--- src/rtl/countdown_clock_if.sv ---
// Command, pixel and status signals of the MM:SS countdown clock.
// The slave modport is the clock itself; the master modport is its controller.
interface countdown_clock_if;
  logic        load;
  logic [15:0] load_digits;
  logic        start;
  logic        stop;
  logic [10:0] x;
  logic [9:0]  y;
  logic [15:0] digits;
  logic        running;
  logic        expire;
  logic        warn;
  logic        in_box;
  logic [8:0]  rom_base_addr;

  modport master (
    output load, load_digits, start, stop, x, y,
    input  digits, running, expire, warn, in_box, rom_base_addr
  );

  modport slave (
    input  load, load_digits, start, stop, x, y,
    output digits, running, expire, warn, in_box, rom_base_addr
  );
endinterface

--- src/rtl/countdown_clock.sv ---
// Four-digit BCD MM:SS countdown clock with one-second prescaler and char-ROM lookup.
// Optional low-time warning output is built only when COUNTDOWN_WARN_EN is defined.
module countdown_clock #(
  parameter logic [19:0] TICK_DIV = 20'd1000000,
  parameter logic [10:0] X_BOX    = 11'd0,
  parameter logic [9:0]  Y_BOX    = 10'd0,
  parameter logic [10:0] CELL_W   = 11'd8
) (
  input  logic              clk,
  input  logic              rst,
  countdown_clock_if.slave  bus
);

  typedef enum logic [1:0] {
    ST_IDLE,
    ST_RUN,
    ST_PAUSE,
    ST_EXPIRED
  } state_t;

  state_t      r_state;
  state_t      w_state_nxt;
  logic [15:0] r_digits;
  logic [15:0] w_digits_nxt;
  logic [19:0] r_presc;
  logic [19:0] w_presc_nxt;
  logic        r_expire;
  logic        w_expire_nxt;

  logic        w_tick;
  logic [15:0] w_dec;
  logic [15:0] w_clamped;
  logic        w_b0;
  logic        w_b1;
  logic        w_b2;

  // NOTE: sequential state uses non-blocking assignments so every register
  // samples the pre-edge values computed by the combinational block.
  always_ff @(posedge clk or negedge rst) begin
    if (!rst) begin
      r_state  <= ST_IDLE;
      r_digits <= 16'h0000;
      r_presc  <= 20'd0;
      r_expire <= 1'b0;
    end else begin
      r_state  <= w_state_nxt;
      r_digits <= w_digits_nxt;
      r_presc  <= w_presc_nxt;
      r_expire <= w_expire_nxt;
    end
  end

  always_comb begin
    w_clamped[15:12] = (bus.load_digits[15:12] > 4'd9) ? 4'd9 : bus.load_digits[15:12];
    w_clamped[11:8]  = (bus.load_digits[11:8]  > 4'd9) ? 4'd9 : bus.load_digits[11:8];
    w_clamped[7:4]   = (bus.load_digits[7:4]   > 4'd5) ? 4'd5 : bus.load_digits[7:4];
    w_clamped[3:0]   = (bus.load_digits[3:0]   > 4'd9) ? 4'd9 : bus.load_digits[3:0];
  end

  // Borrow chain: seconds ones -> seconds tens -> minutes ones -> minutes tens.
  always_comb begin
    w_dec      = r_digits;
    w_b0       = (r_digits[3:0] == 4'd0);
    w_dec[3:0] = w_b0 ? 4'd9 : r_digits[3:0] - 4'd1;
    w_b1       = w_b0 && (r_digits[7:4] == 4'd0);
    if (w_b0) w_dec[7:4] = (r_digits[7:4] == 4'd0) ? 4'd5 : r_digits[7:4] - 4'd1;
    w_b2       = w_b1 && (r_digits[11:8] == 4'd0);
    if (w_b1) w_dec[11:8] = (r_digits[11:8] == 4'd0) ? 4'd9 : r_digits[11:8] - 4'd1;
    if (w_b2) w_dec[15:12] = r_digits[15:12] - 4'd1;
  end

  assign w_tick = (r_state == ST_RUN) && (r_presc == TICK_DIV - 20'd1);

  // NOTE: every output of this block gets a default first, so no path
  // leaves a signal unassigned and no latch is inferred.
  always_comb begin
    w_state_nxt  = r_state;
    w_digits_nxt = r_digits;
    w_presc_nxt  = r_presc;
    w_expire_nxt = 1'b0;

    if (bus.load) begin
      w_state_nxt  = ST_IDLE;
      w_digits_nxt = w_clamped;
      w_presc_nxt  = 20'd0;
    end else begin
      unique case (r_state)
        ST_IDLE, ST_PAUSE: begin
          // Stop outranks start even where stop itself has no effect.
          if (bus.start && !bus.stop)
            w_state_nxt = (r_digits == 16'h0000) ? ST_EXPIRED : ST_RUN;
        end
        ST_RUN: begin
          if (bus.stop) w_state_nxt = ST_PAUSE;
          if (w_tick) begin
            w_presc_nxt  = 20'd0;
            w_digits_nxt = w_dec;
            if (w_dec == 16'h0000) begin
              w_state_nxt  = ST_EXPIRED;
              w_expire_nxt = 1'b1;
            end
          end else begin
            w_presc_nxt = r_presc + 20'd1;
          end
        end
        ST_EXPIRED: ;
        default: ;
      endcase
    end
  end

  assign bus.digits  = r_digits;
  assign bus.running = (r_state == ST_RUN);
  assign bus.expire  = r_expire;

`ifdef COUNTDOWN_WARN_EN
  assign bus.warn = ((r_state == ST_RUN) || (r_state == ST_PAUSE)) && (r_digits <= 16'h0010);
`else
  assign bus.warn = 1'b0;
`endif

  logic       w_y_in;
  logic       w_in_box;
  logic [8:0] w_rom_addr;

  always_comb begin
    w_y_in     = ({1'b0, bus.y} >= {1'b0, Y_BOX}) &&
                 ({1'b0, bus.y} <  {1'b0, Y_BOX} + 11'd8);
    w_in_box   = 1'b0;
    w_rom_addr = 9'h000;
    for (int i = 0; i < 4; i++) begin
      if (w_y_in &&
          (bus.x >= X_BOX + CELL_W * 11'(i)) &&
          (bus.x <  X_BOX + CELL_W * 11'(i + 1))) begin
        w_in_box   = 1'b1;
        w_rom_addr = {2'b00, r_digits[15 - 4*i -: 4], 3'b000} + 9'h180;
      end
    end
  end

  assign bus.in_box        = w_in_box;
  assign bus.rom_base_addr = w_rom_addr;

endmodule

--- src/flat_wrapper.sv ---
// flat-port wrapper written by rule: the top's interface ports become plain ports
module countdown_clock_flat 
#(
  parameter logic [19:0] TICK_DIV = 20'd1000000,
  parameter logic [10:0] X_BOX    = 11'd0,
  parameter logic [9:0]  Y_BOX    = 10'd0,
  parameter logic [10:0] CELL_W   = 11'd8
)
  (clk, rst, bus_load, bus_load_digits, bus_start, bus_stop, bus_x, bus_y, bus_digits, bus_running, bus_expire, bus_warn, bus_in_box, bus_rom_base_addr);
  countdown_clock_if bus_i ();
  input  logic clk;
  input  logic rst;
  input wire logic [$bits(bus_i.load)-1:0] bus_load;
  input wire logic [$bits(bus_i.load_digits)-1:0] bus_load_digits;
  input wire logic [$bits(bus_i.start)-1:0] bus_start;
  input wire logic [$bits(bus_i.stop)-1:0] bus_stop;
  input wire logic [$bits(bus_i.x)-1:0] bus_x;
  input wire logic [$bits(bus_i.y)-1:0] bus_y;
  output wire logic [$bits(bus_i.digits)-1:0] bus_digits;
  output wire logic [$bits(bus_i.running)-1:0] bus_running;
  output wire logic [$bits(bus_i.expire)-1:0] bus_expire;
  output wire logic [$bits(bus_i.warn)-1:0] bus_warn;
  output wire logic [$bits(bus_i.in_box)-1:0] bus_in_box;
  output wire logic [$bits(bus_i.rom_base_addr)-1:0] bus_rom_base_addr;
  assign bus_i.load = bus_load;
  assign bus_i.load_digits = bus_load_digits;
  assign bus_i.start = bus_start;
  assign bus_i.stop = bus_stop;
  assign bus_i.x = bus_x;
  assign bus_i.y = bus_y;
  assign bus_digits = bus_i.digits;
  assign bus_running = bus_i.running;
  assign bus_expire = bus_i.expire;
  assign bus_warn = bus_i.warn;
  assign bus_in_box = bus_i.in_box;
  assign bus_rom_base_addr = bus_i.rom_base_addr;
  countdown_clock #(.TICK_DIV(TICK_DIV), .X_BOX(X_BOX), .Y_BOX(Y_BOX), .CELL_W(CELL_W)) u_core (.clk(clk), .rst(rst), .bus(bus_i));
endmodule
--- config.mk ---
export PLATFORM = sky130hd
export DESIGN_NAME = countdown_clock_flat
export DESIGN_NICKNAME = d
export VERILOG_FILES = /design/src/rtl/countdown_clock_if.sv /design/src/rtl/countdown_clock.sv /design/src/flat_wrapper.sv
export SDC_FILE = /design/constraint.sdc
export NUM_CORES = 1
export LEC_CHECK = 0
export ABC_CLOCK_PERIOD_IN_PS = 2300
export BUFFER_PORTS_ARGS = -buffer_cell sky130_fd_sc_hd__buf_2
export CAP_MARGIN = 20
export CORE_MARGIN = 1
export CORE_UTILIZATION = 47
export CTS_CLUSTER_DIAMETER = 120
export DETAILED_ROUTE_END_ITERATION = 7
export PLACE_DENSITY = 0.81
export RECOVER_POWER = 100
export SYNTH_ARGS = -nofsm -noshare
export SYNTH_HDL_FRONTEND = slang
export SYNTH_SLANG_ARGS = --single-unit
--- constraint.sdc ---
create_clock -name clk -period 2.3 [get_ports clk]
set_input_delay 0.115 -clock clk [delete_from_list [all_inputs] [get_ports clk]]
set_output_delay 0.115 -clock clk [all_outputs]
set_load 0.005 [all_outputs]
# Yosys cells after proc, flatten, opt, wreduce, memory -nomap -nowiden
# Index checks and enable logic that the tools add are counted.
# word_totals
regBits	39
# classes
muxes	35
reduce_logical	25
n_eq_ne	4
n_lt_le_gt_ge	13
add_sub_neg	9
# ops
operator	count
two-way mux 20 bit	3
two-way mux 16 bit	3
two-way mux 4 bit	10
adder 8 x 8 -> 9 bit, second input constant	4
two-way mux 9 bit	4
logical NOT 16 bit	2
greater-or-equal comparator 11 x 5 -> 1 bit, second input constant	2
< comparator 11 x 5 -> 1 bit, second input constant	2
adder 20 x 1 -> 20 bit, second input constant	1
== test 20 bit, second input constant	1
subtractor 4 x 1 -> 4 bit, second input constant	4
> comparator 4 bit, second input constant	3
logical AND 1 bit	12
logical NOT 4 bit	3
two-way mux 2 bit	6
greater-or-equal comparator 11 x 1 -> 1 bit, second input constant	1
greater-or-equal comparator 11 x 4 -> 1 bit, second input constant	1
< comparator 11 x 4 -> 1 bit, second input constant	1
< comparator 11 x 6 -> 1 bit, second input constant	1
< comparator 10 x 4 -> 1 bit, second input constant	1
two-way mux 1 bit	8
> comparator 4 x 3 -> 1 bit, second input constant	1
one-hot mux 2 bit (2 select lines)	1
AND reduction 2 bit	2
other kinds (8)	9

# Depth between registers and ports, before layout
# logic_depth
word_depth	9
depth_mapped	8
depth_no_buf	6

# Least setup slack after synthesis
# No wires, ideal clock.
# synth_path
kind	register to register
from	register u_core.r_presc[6]
to	register u_core.r_state[0]
setup_time_ns	0.094
synth_period_minus_slack_ns	2.225
arrival_ns	2.131
path_buffers	0
stages_incl_launch_ff	6
path_slack_ns	0.075
cell_sequence	dfrtp_1 -> or4_4 -> nor4_4 -> nand2_2 -> or4_4 -> a221oi_2
# synth_via
elab_chain_cells	5
# synth_lines
element	line	rtl
start, declared	countdown_clock.sv:25	logic [19:0] r_presc;
start signal, assigned	countdown_clock.sv:48	r_presc <= w_presc_nxt;
== test 20 bit	countdown_clock.sv:72	assign w_tick = (r_state == ST_RUN) && (r_presc == TICK_DIV - 20'd1);
logical AND 1 bit	countdown_clock.sv:72	
two-way mux 2 bit	countdown_clock.sv:95	if (w_tick) begin
one-hot mux 2 bit (2 select lines)	countdown_clock.sv:87	unique case (r_state)
two-way mux 2 bit	countdown_clock.sv:82	if (bus.load) begin
end signal, assigned	countdown_clock.sv:46	r_state <= w_state_nxt;
end, declared	countdown_clock.sv:21	state_t r_state;
# No other way between the ends.
# A chain may end at the register's enable or synchronous reset.

# Worst setup path after layout
# Same ends and word-level chain as after synthesis.

==> results.md <==
* Slew margin rel. at 35.3%
* Total number of vias at 2316
* Layout area overhead at 19.3%
* Count leader, synth: dfrtp_1
* Post-route setup TNS at 0 ps
* Clock transition at path regs at 70 ps
* Post-Synth XOR/XNOR Area at 7.77%
* EDFF count, synth at 0
* #FFs+latches synth at 39
* Yosys cell types at 54
* Area share of fa/ha/maj cells after synthesis at 1.51%
* Final Critical Period at 2170 ps
* Post-synth ARST share at 100%
* DRT iter0 DRCs at 154
* DP HPWL at 4390 µm
* Status: completed
* Starting density of the core at 48.6%
* Fin Hold WS at 39.6 ps
* Final estimated routing congestion in global placement at 0.819
* Main synth FF type: dfrtp_1
* Pin count of the biggest net entering global routing at 40
* Final cell count without fillers at 412
* Pwr Density at 488 nW/µm²
* Pre-antenna DRT Iters at 4
* Grt total ovfl at 0
* Die area at 5570 µm²
* Total wire length at 5890 µm
* Post-CTS Setup Bufs at 0
* CTS Sinks at 39
* DR DRC count at 0
* Unrepaired setup endpoints after global routing: false
* Top cells by count, synth: dfrtp_1, nor2_1, nand2_1
* Post-DR vias/cell at 5.62
* Rows at 26
* Syn Area/Cell at 9.12 µm²
* Fin. max-slew vios at 0
* First-pass GRT wire length at 9310 µm
* Fin. Hold Viols at 0
* Clock skew at 5.65 ps
* Main combinational cell family by area after synthesis: simple AND/OR/NAND/NOR gates
* VDD IR max at 0.299 mV
* Fraction of layout cells with a size suffix above 1 at 20.5%
* Worst path arrival time at 2360 ps
* Yosys top cell area share at 39.3%
* Crit Path Category: register to register
* Fmax at 0.460 GHz
* Wirelength per Cell at 14.3 µm
* Synthesized instance count at 272
* Antenna-violating nets left at 0
* Final setup vio count at 0
* Placed insts at 404
* Req. time, crit path at 2490 ps
* Register area share after synthesis at 39.3%
* Core area at 5110 µm²
* Antenna violations before repair at 0
* Post-synthesis compound-gate area fraction at 10.9%
* Overall routing resource usage at 21.9%
* Post-synthesis mux area share at 5.65%
* H-tree depth at 2
* ANT cells at 0
* Max-cap violations at 0
* Die extent in x at 74.7 µm
* Inserted Clock Buffers at 5
* Netlist Area Pre-Place at 2480 µm²
* Synth area leader: dfrtp_1
* Yosys warning count at 0
* Post-Synth Simple-Gate Area at 29.7%
* CP Capture Type: register
* Crit share post-route at 94.4%
* Worst Path Max Fanout at 3
* Lkg Pwr at 1.28 nW
* Top-Level Pins at 71
* Startpoint types: register
* Clk Latency, worst-skew pair at 290 ps
* Filler cell count at 500
* Max Root-Sink Buffers at 2
* Worst slew pin tran at 971 ps
* Die Ht at 74.7 µm
* Post-layout total power at 1.44 mW
* CTS tree: built
* Hold WC Path Type: input port to register
* Top cells by area, synth: dfrtp_1, xor2_1, nor2_1
* Vias in the first global route at 2068
* Nets at 387
* Root Driver: clkbuf_8
* Port bufs at 60
## what timing repair did
action | CTS | global route
gates resized for setup | 0 | 2
hold endpoints to repair | 39 | 0
setup endpoints to repair | 0 | 5
hold buffers | 1 | 0
## layout make-up
| cell class | instances | area [µm²] | area share [%] |
|---|---|---|---|
| tap | 70 | 87.6 | 2.96 |
| clock inverter | 1 | 5.00 | 0.169 |
| sequential | 39 | 976 | 33.0 |
| inverter | 10 | 37.5 | 1.27 |
| multi-input combinational | 211 | 1390 | 47.1 |
| clock buffer | 6 | 82.6 | 2.79 |
| timing repair buffer | 75 | 377 | 12.7 |
## layer usage
layer | vias up | GRT usage [%] | part of all wire (%) | wire length [µm]
li1 | 1118 | - | - | -
met1 | 1142 | 30.5 | 46 | 2710
met2 | 49 | 35.6 | 50 | 2930
met3 | 7 | 3.08 | 3.0 | 179
met4 | 0 | 6.92 | 1.3 | 74
met5 | - | 0 | 0 | 0
## flip-flops by register name, indices dropped and copies added (netlist names)
| register | flops |
|---|---|
| u_core.r_state | 2 |
| u_core.bus.digits | 16 |
| u_core.r_presc | 20 |
| u_core.bus.expire | 1 |
## power by group
part           switching (mW)  leakage [nW]  internal (mW)
sequential             0.0485         0.513          0.714
clock                   0.223        0.0470          0.235
combinational           0.119         0.716          0.103
## kinds of logic (layout without fill, tap and decap cells)
logic type               count (synthesis)  in the layout
other                                    1              4
buffers and inverters                   25             92
multiplexers                             9              9
XOR/XNOR                                22             22
AND/OR/NAND/NOR                        131            131
adder cells (fa/ha/maj)                  3              3
AO/OA/AOI/OAI                           42             42
flip-flops                              39             39
## final timing paths
path	start	endpoint	slack [ps]	cells past startpoint
min	bus_load_digits[7]	u_core.bus.digits[5]$_DFFE_PN0P_	40	2
min in group asynchronous	rst	u_core.bus.digits[8]$_DFFE_PN0P_	550	2
max	u_core.r_presc[6]$_DFFE_PN0N_	u_core.r_state[0]$_DFFE_PN0P_	130	5
min reg2reg	u_core.r_presc[19]$_DFFE_PN0N_	u_core.r_presc[19]$_DFFE_PN0N_	550	2
max reg2reg	u_core.r_presc[6]$_DFFE_PN0N_	u_core.r_state[0]$_DFFE_PN0P_	130	5
max in group asynchronous	rst	u_core.bus.digits[14]$_DFFE_PN0P_	1160	2
## stage by stage
| step | instance area, µm² | util, % | worst slack (ps) |
|---|---|---|---|
| final | 2960 | 57.9 | 128 |
| after global placement | 2900 | 56.8 | 102 |
| after CTS | 3000 | 58.7 | 17.4 |
| after global routing | 2960 | 57.9 | 26.1 |
| after floorplan | 2490 | - | 74.8 |
| after detailed placement | 2900 | 56.8 | 44.4 |
## critical path, stage by stage (launching register included)
cell	delay (ps)
dfrtp_1	390
or4_4	550
nor4_4	200
nand2_2	90
or4_4	560
a221oi_1	270
## cell usage in the layout, fill, tap and decap left out, types with 8 or more instances in the layout
| cell type | synthesis | layout |
|---|---|---|
| a21oi_1 | 11 | 11 |
| buf_4 | 7 | 8 |
| nand2_1 | 19 | 19 |
| o21ai_0 | 7 | 10 |
| nor3_1 | 11 | 11 |
| nor2b_1 | 9 | 9 |
| dfrtp_1 | 39 | 39 |
| nor2_1 | 30 | 30 |
| nand4_1 | 10 | 10 |
| nand3_1 | 13 | 13 |
| buf_2 | 2 | 39 |
| xor2_1 | 16 | 16 |
| inv_1 | 9 | 10 |
| clkbuf_1 | 5 | 24 |
Note: power is estimated with default switching activity, not from simulation.
